### src/rtl/mem_port_arbiter.sv
// rtl/mem_port_arbiter.sv - single-port memory arbiter between fetch (IF) and data (DM) requesters
// One transaction in flight at a time, DM-priority with an IF anti-starvation burst cap and a bus watchdog.
module mem_port_arbiter #(
  parameter int AW         = 32,
  parameter int DW         = 32,
  parameter int MAX_DBURST = 4,
  parameter int TIMEOUT    = 255
) (
  input  logic            clk,
  input  logic            rst_n,
  input  logic            if_req,
  input  logic [AW-1:0]   if_addr,
  output logic [DW-1:0]   if_rdata,
  output logic            if_ready,
  input  logic            dm_req,
  input  logic            dm_we,
  input  logic [AW-1:0]   dm_addr,
  input  logic [DW-1:0]   dm_wdata,
  input  logic [DW/8-1:0] dm_wstrb,
  output logic [DW-1:0]   dm_rdata,
  output logic            dm_ready,
  output logic            mem_valid,
  output logic            mem_we,
  output logic [AW-1:0]   mem_addr,
  output logic [DW-1:0]   mem_wdata,
  output logic [DW/8-1:0] mem_wstrb,
  input  logic            mem_ready,
  input  logic [DW-1:0]   mem_rdata,
  output logic            stall_f,
  output logic            stall_m,
  output logic            err
);

  localparam int SW = DW / 8;
  localparam int BW = (MAX_DBURST < 1) ? 1 : $clog2(MAX_DBURST + 1);
  localparam logic [BW-1:0] BURST_MAX = BW'(MAX_DBURST);
  localparam logic [7:0]    TMO_LAST  = 8'(TIMEOUT - 1);

  typedef enum logic [1:0] {IDLE, BUSY_I, BUSY_D, ERR} state_t;

  state_t          state_q, state_d;
  logic            mem_valid_q, mem_valid_d;
  logic            mem_we_q, mem_we_d;
  logic [AW-1:0]   mem_addr_q, mem_addr_d;
  logic [DW-1:0]   mem_wdata_q, mem_wdata_d;
  logic [SW-1:0]   mem_wstrb_q, mem_wstrb_d;
  logic            if_ready_q, if_ready_d;
  logic            dm_ready_q, dm_ready_d;
  logic [DW-1:0]   if_rdata_q, if_rdata_d;
  logic [DW-1:0]   dm_rdata_q, dm_rdata_d;
  logic            err_q, err_d;
  logic [BW-1:0]   burst_cnt_q, burst_cnt_d;
  logic [7:0]      tmo_cnt_q, tmo_cnt_d;

  logic if_ok, dm_ok, grant_i, grant_d;

  // A requester completing this cycle still holds its old req; mask it.
  assign if_ok = if_req & ~if_ready_q;
  assign dm_ok = dm_req & ~dm_ready_q;

  always_comb begin
    state_d     = state_q;
    mem_valid_d = mem_valid_q;
    mem_we_d    = mem_we_q;
    mem_addr_d  = mem_addr_q;
    mem_wdata_d = mem_wdata_q;
    mem_wstrb_d = mem_wstrb_q;
    if_ready_d  = 1'b0;
    dm_ready_d  = 1'b0;
    if_rdata_d  = if_rdata_q;
    dm_rdata_d  = dm_rdata_q;
    err_d       = err_q;
    tmo_cnt_d   = tmo_cnt_q;
    burst_cnt_d = burst_cnt_q;
    grant_i     = 1'b0;
    grant_d     = 1'b0;

    case (state_q)
      IDLE: begin
        grant_i = if_ok & (~dm_ok | (burst_cnt_q == BURST_MAX));
        grant_d = dm_ok & ~grant_i;
        if (grant_i) begin
          state_d     = BUSY_I;
          mem_valid_d = 1'b1;
          mem_we_d    = 1'b0;
          mem_addr_d  = if_addr;
          mem_wdata_d = '0;
          mem_wstrb_d = '0;
          tmo_cnt_d   = '0;
        end else if (grant_d) begin
          state_d     = BUSY_D;
          mem_valid_d = 1'b1;
          mem_we_d    = dm_we;
          mem_addr_d  = dm_addr;
          mem_wdata_d = dm_wdata;
          mem_wstrb_d = dm_we ? dm_wstrb : '0;
          tmo_cnt_d   = '0;
        end
      end
      BUSY_I, BUSY_D: begin
        if (mem_ready) begin
          mem_valid_d = 1'b0;
          state_d     = IDLE;
          if (state_q == BUSY_I) begin
            if_rdata_d = mem_rdata;
            if_ready_d = 1'b1;
          end else begin
            dm_rdata_d = mem_we_q ? '0 : mem_rdata;
            dm_ready_d = 1'b1;
          end
        end else begin
          tmo_cnt_d = tmo_cnt_q + 8'd1;
          if (tmo_cnt_q == TMO_LAST) begin
            state_d     = ERR;
            mem_valid_d = 1'b0;
            err_d       = 1'b1;
          end
        end
      end
      ERR:     state_d = ERR;
      default: state_d = IDLE;
    endcase

    if (!if_req || grant_i) begin
      burst_cnt_d = '0;
    end else if (grant_d && (burst_cnt_q != BURST_MAX)) begin
      burst_cnt_d = burst_cnt_q + 1'b1;
    end
  end

  always_ff @(posedge clk or negedge rst_n) begin
    if (!rst_n) begin
      state_q     <= IDLE;
      mem_valid_q <= 1'b0;
      mem_we_q    <= 1'b0;
      mem_addr_q  <= '0;
      mem_wdata_q <= '0;
      mem_wstrb_q <= '0;
      if_ready_q  <= 1'b0;
      dm_ready_q  <= 1'b0;
      if_rdata_q  <= '0;
      dm_rdata_q  <= '0;
      err_q       <= 1'b0;
      burst_cnt_q <= '0;
      tmo_cnt_q   <= '0;
    end else begin
      state_q     <= state_d;
      mem_valid_q <= mem_valid_d;
      mem_we_q    <= mem_we_d;
      mem_addr_q  <= mem_addr_d;
      mem_wdata_q <= mem_wdata_d;
      mem_wstrb_q <= mem_wstrb_d;
      if_ready_q  <= if_ready_d;
      dm_ready_q  <= dm_ready_d;
      if_rdata_q  <= if_rdata_d;
      dm_rdata_q  <= dm_rdata_d;
      err_q       <= err_d;
      burst_cnt_q <= burst_cnt_d;
      tmo_cnt_q   <= tmo_cnt_d;
    end
  end

  assign mem_valid = mem_valid_q;
  assign mem_we    = mem_we_q;
  assign mem_addr  = mem_addr_q;
  assign mem_wdata = mem_wdata_q;
  assign mem_wstrb = mem_wstrb_q;
  assign if_ready  = if_ready_q;
  assign dm_ready  = dm_ready_q;
  assign if_rdata  = if_rdata_q;
  assign dm_rdata  = dm_rdata_q;
  assign err       = err_q;
  assign stall_f   = if_req & ~if_ready_q;
  assign stall_m   = dm_req & ~dm_ready_q;

endmodule

### config.mk
export PLATFORM = sky130hd
export DESIGN_NAME = mem_port_arbiter
export DESIGN_NICKNAME = d
export VERILOG_FILES = /design/src/rtl/mem_port_arbiter.sv
export SDC_FILE = /design/constraint.sdc
export NUM_CORES = 1
export LEC_CHECK = 0
export BUFFER_PORTS_ARGS = -buffer_cell sky130_fd_sc_hd__buf_4
export CORE_MARGIN = 2
export CORE_UTILIZATION = 35
export DETAILED_ROUTE_END_ITERATION = 8
export SLEW_MARGIN = 10
export SYNTH_ARGS = -nofsm -noshare
export SYNTH_HDL_FRONTEND = slang
export SYNTH_SLANG_ARGS = --single-unit
### constraint.sdc
create_clock -name clk -period 1.75 [get_ports clk]
set_input_delay 0.35 -clock clk [delete_from_list [all_inputs] [get_ports clk]]
set_output_delay 0.35 -clock clk [all_outputs]
set_load 0.02 [all_outputs]
==> impl_metrics.csv <==
group,metric,value,unit
detailed_routing,drc,0,
detailed_routing,drt_pass1_iterations,4,
clocking,clk_pin_slew,70,ps
sta,setup_ws,13.9,ps
synthesis,syn-num-nets,675,
clocking,cts_tree,"built",
finish,num-nets-final,976,
synthesis,ys_types,43,
sta,whs,136,ps
flow_run,maxCapViolCount,0,
setup_path,endpoint_kind,"flop",
placed_design,gp_congestion,0.860,
setup_path,arrival,2030,ps
synthesis,ys_seq_elements,150,
setup_path,path_max_fanout,57,
setup_path,crit_type,"flop to flop",
power_and_ir_drop,seqPwrFrac,32.3,%
clocking,cts-root-buf,"clkbuf_16",
finish,drive_above_1_share,47.4,%
synthesis,async_reset_ff_share,100,%
power_and_ir_drop,p_comb_share,47.0,%
setup_path,critical-path-slowest-cell,"dfrtp_1",
global_routing,grtUsageTotal,18.2,%
detailed_routing,post_drt_wl_per_cell,16.3,um
placed_design,hpwl,12800,um
detailed_routing,final_antenna_net_count,0,
global_routing,grt_pass1_vias,5347,
power_and_ir_drop,p_leak,4.80,nW
floorplan,fp.dieArea,19100,um2
power_and_ir_drop,vdd_drop_max,961,uV
sta,slew_headroom,59.2,%
floorplan,row_count,49,
finish,area_growth,52.6,%
global_routing,grt_max_degree,61,
sta,rsz0062_at_grt,"true",
synthesis,synth_top_cell_by_area,"dfrtp_1",
power_and_ir_drop,p_int,10.9,mW
sta,skew,16.3,ps
finish,diodes,0,
synthesis,synthFlopType,"dfrtp_1",
floorplan,dieWidth,138,um
sta,timing.final.crit_share,99.2,%
clocking,clock_latency,420,ps
sta,slew_violations,0,
setup_path,cp_common_cell,"buf_4",
sta,tns,0,ps
global_routing,grt_antenna_before_repair,0,
power_and_ir_drop,clkPwrFrac,20.7,%
sta,worst_pin_slew,609,ps
setup_path,path_buf_inv,4,
synthesis,synth_area_leaders,"dfrtp_1, mux2_2, mux2i_1, a22o_1, o21ai_0",
sta,max_freq,0.576,GHz
power_and_ir_drop,swShare,38.9,%
synthesis,synth_top_cell_area_share,59.6,%
floorplan,coreArea,17800,um2
sta,finalSetupViolCount,0,
synthesis,ys.warnings.count,0,
global_routing,grt_pass1_wl,27800,um
sta,period_minus_slack,1740,ps
detailed_routing,vias,5088,
detailed_routing,finalWirelength,17500,um
power_and_ir_drop,power.total,17.8,mW
synthesis,synthCells,529,
hold_path,min_path_type,"primary input to flop",
finish,fillers,1571,
clocking,cts.sinks,150,
sta,hold_viol,0,
setup_path,cp.required,2040,ps
setup_path,critPathMaxStageDelay,370,ps
placed_design,port_buffers,276,
setup_path,critPathTopFamily,"buffers and inverters",
floorplan,die_h,138,um
setup_path,crit_chain,"inv_2, buf_4, buf_4, ha_1, or2_2, buf_12, nand2_1, o21ai_0",
detailed_routing,drt_iter0_markers,120,
power_and_ir_drop,powerDensity,1850,nW/um2
clocking,cts_max_path_buffers,2,
power_and_ir_drop,switching_power,6.92,mW
outcome,status,"completed",
setup_path,startpoint_type,"flop",
floorplan,floorplan.initialDensity,35.3,%
synthesis,synth_area,6300,um2
clocking,htreeDepth,4,
synthesis,ys_seq_area_share,59.6,%
synthesis,synth-edff-count,0,
global_routing,overflow,0,
detailed_routing,routed_via_density,4.75,
synthesis,avgSynthCellArea,11.9,um2
floorplan,io_pins,277,
clocking,numCtsBuffers,17,
placed_design,dp_slack,-48.9,ps
==> state kept, by name, indices dropped and copies added, names as in the netlist, 2 cells and up <==
register / count
mem_wstrb: 4
mem_addr: 32
dm_rdata: 32
mem_wdata: 32
if_rdata: 32
state_q: 2
tmo_cnt_q: 8
burst_cnt_q: 3
==> power by group through the flow <==
stage,sequential (mW),combinational [mW],clock (mW)
after detailed placement,5.78,8.13,0
after floorplan,7.36,2.86,0
after CTS,5.75,8.16,3.78
after global routing,5.94,9.01,3.94
final,5.74,8.36,3.67
after global placement,5.74,7.96,0
==> cells in the mapped netlist (all sizes together) (2+ instances only) <==
| library cell | number |
|---|---|
| dfrtp | 150 |
| nand2 | 71 |
| o21ai | 67 |
| a22o | 34 |
| mux2i | 34 |
| nand2b | 34 |
| mux2 | 33 |
| buf | 25 |
| inv | 13 |
| a21oi | 8 |
| ha | 8 |
| clkbuf | 7 |
| o31ai | 7 |
| nor2 | 5 |
| a32o | 4 |
| or4 | 4 |
| nand3 | 3 |
| nand4 | 3 |
| nor3 | 3 |
| a21o | 2 |
| or2 | 2 |
==> per-layer routing <==
metal,GRT usage [%],routed length [um],up-vias
li1,-,-,2449
met1,21.3,6850,2450
met2,30.9,9040,155
met3,5.47,1000,34
met4,8.06,573,0
met5,0,0,-
==> kinds of logic after synthesis <==
kind of cell / after synthesis / synth area share, %
multiplexers: 67 / 11.3
AO/OA/AOI/OAI: 129 / 13.5
AND/OR/NAND/NOR: 128 / 9.97
adder cells (fa/ha/maj): 8 / 1.59
buffers and inverters: 45 / 3.75
flip-flops: 150 / 59.6
XOR/XNOR: 2 / 0.278
==> worst reg2reg max path, stage by stage, from the launching register on <==
cell     delay [ps]
dfrtp_1         370
inv_2            60
buf_4           130
buf_4           120
ha_1            190
or2_2           340
buf_12          190
nand2_1         120
o21ai_0          90
==> layout by cell type (no fill, tap or decap), drive strengths merged, types with 20 or more instances in the layout <==
| cell | synthesis | final |
|---|---|---|
| o21ai | 67 | 67 |
| a22o | 34 | 34 |
| nand2b | 34 | 34 |
| nand2 | 71 | 71 |
| inv | 13 | 21 |
| mux2i | 34 | 34 |
| mux2 | 33 | 33 |
| clkbuf | 7 | 20 |
| buf | 25 | 311 |
| dfrtp | 150 | 150 |
==> timing repair <==
item                       CTS  global route
setup endpoints to repair    3            91
cloned                       0             2
pin swaps                    2             4
resized for setup            2            16
setup buffers                0            10
hold buffers                 1             0
hold endpoints to repair    36             0
==> per-stage QoR <==
step           area [um2]  instances  utilization, %
3_3_place_gp         8800       1027            49.3
4_1_cts              9420       1060            52.8
6_report             9610       1072            53.9
3_5_place_dp         8800       1027            49.3
2_1_floorplan        6300        529               -
5_1_grt              9610       1072            53.9
==> worst paths after layout <==
check                                        startpoint                   endpoint  slack (ps)  depth (start not counted)
worst max-delay path             state_q[1]$_DFFE_PN0P_   dm_rdata[31]$_DFFE_PN0P_          10                          8
worst min-delay path                       dm_wdata[17]  mem_wdata[17]$_DFFE_PN0P_         140                          2
worst max register to register   state_q[1]$_DFFE_PN0P_   dm_rdata[31]$_DFFE_PN0P_          10                          8
worst min register to register  mem_addr[5]$_DFFE_PN0P_    mem_addr[5]$_DFFE_PN0P_         490                          2
max in group asynchronous                         rst_n   mem_wdata[6]$_DFFE_PN0P_         780                          3
min in group asynchronous                         rst_n    if_rdata[2]$_DFFE_PN0P_         420                          2
==> cell type report <==
| cell class | instances | area (um2) | share of cell area [%] |
|---|---|---|---|
| well taps | 229 | 287 | 2.98 |
| repair buffers | 314 | 2530 | 26.3 |
| clock inverters | 14 | 160 | 1.67 |
| flip-flops and latches | 150 | 3750 | 39.0 |
| clock buffers | 18 | 439 | 4.57 |
| multi-input cells | 334 | 2390 | 24.9 |
| inverters | 13 | 53.8 | 0.560 |
Power figures use the tool's default switching activity.
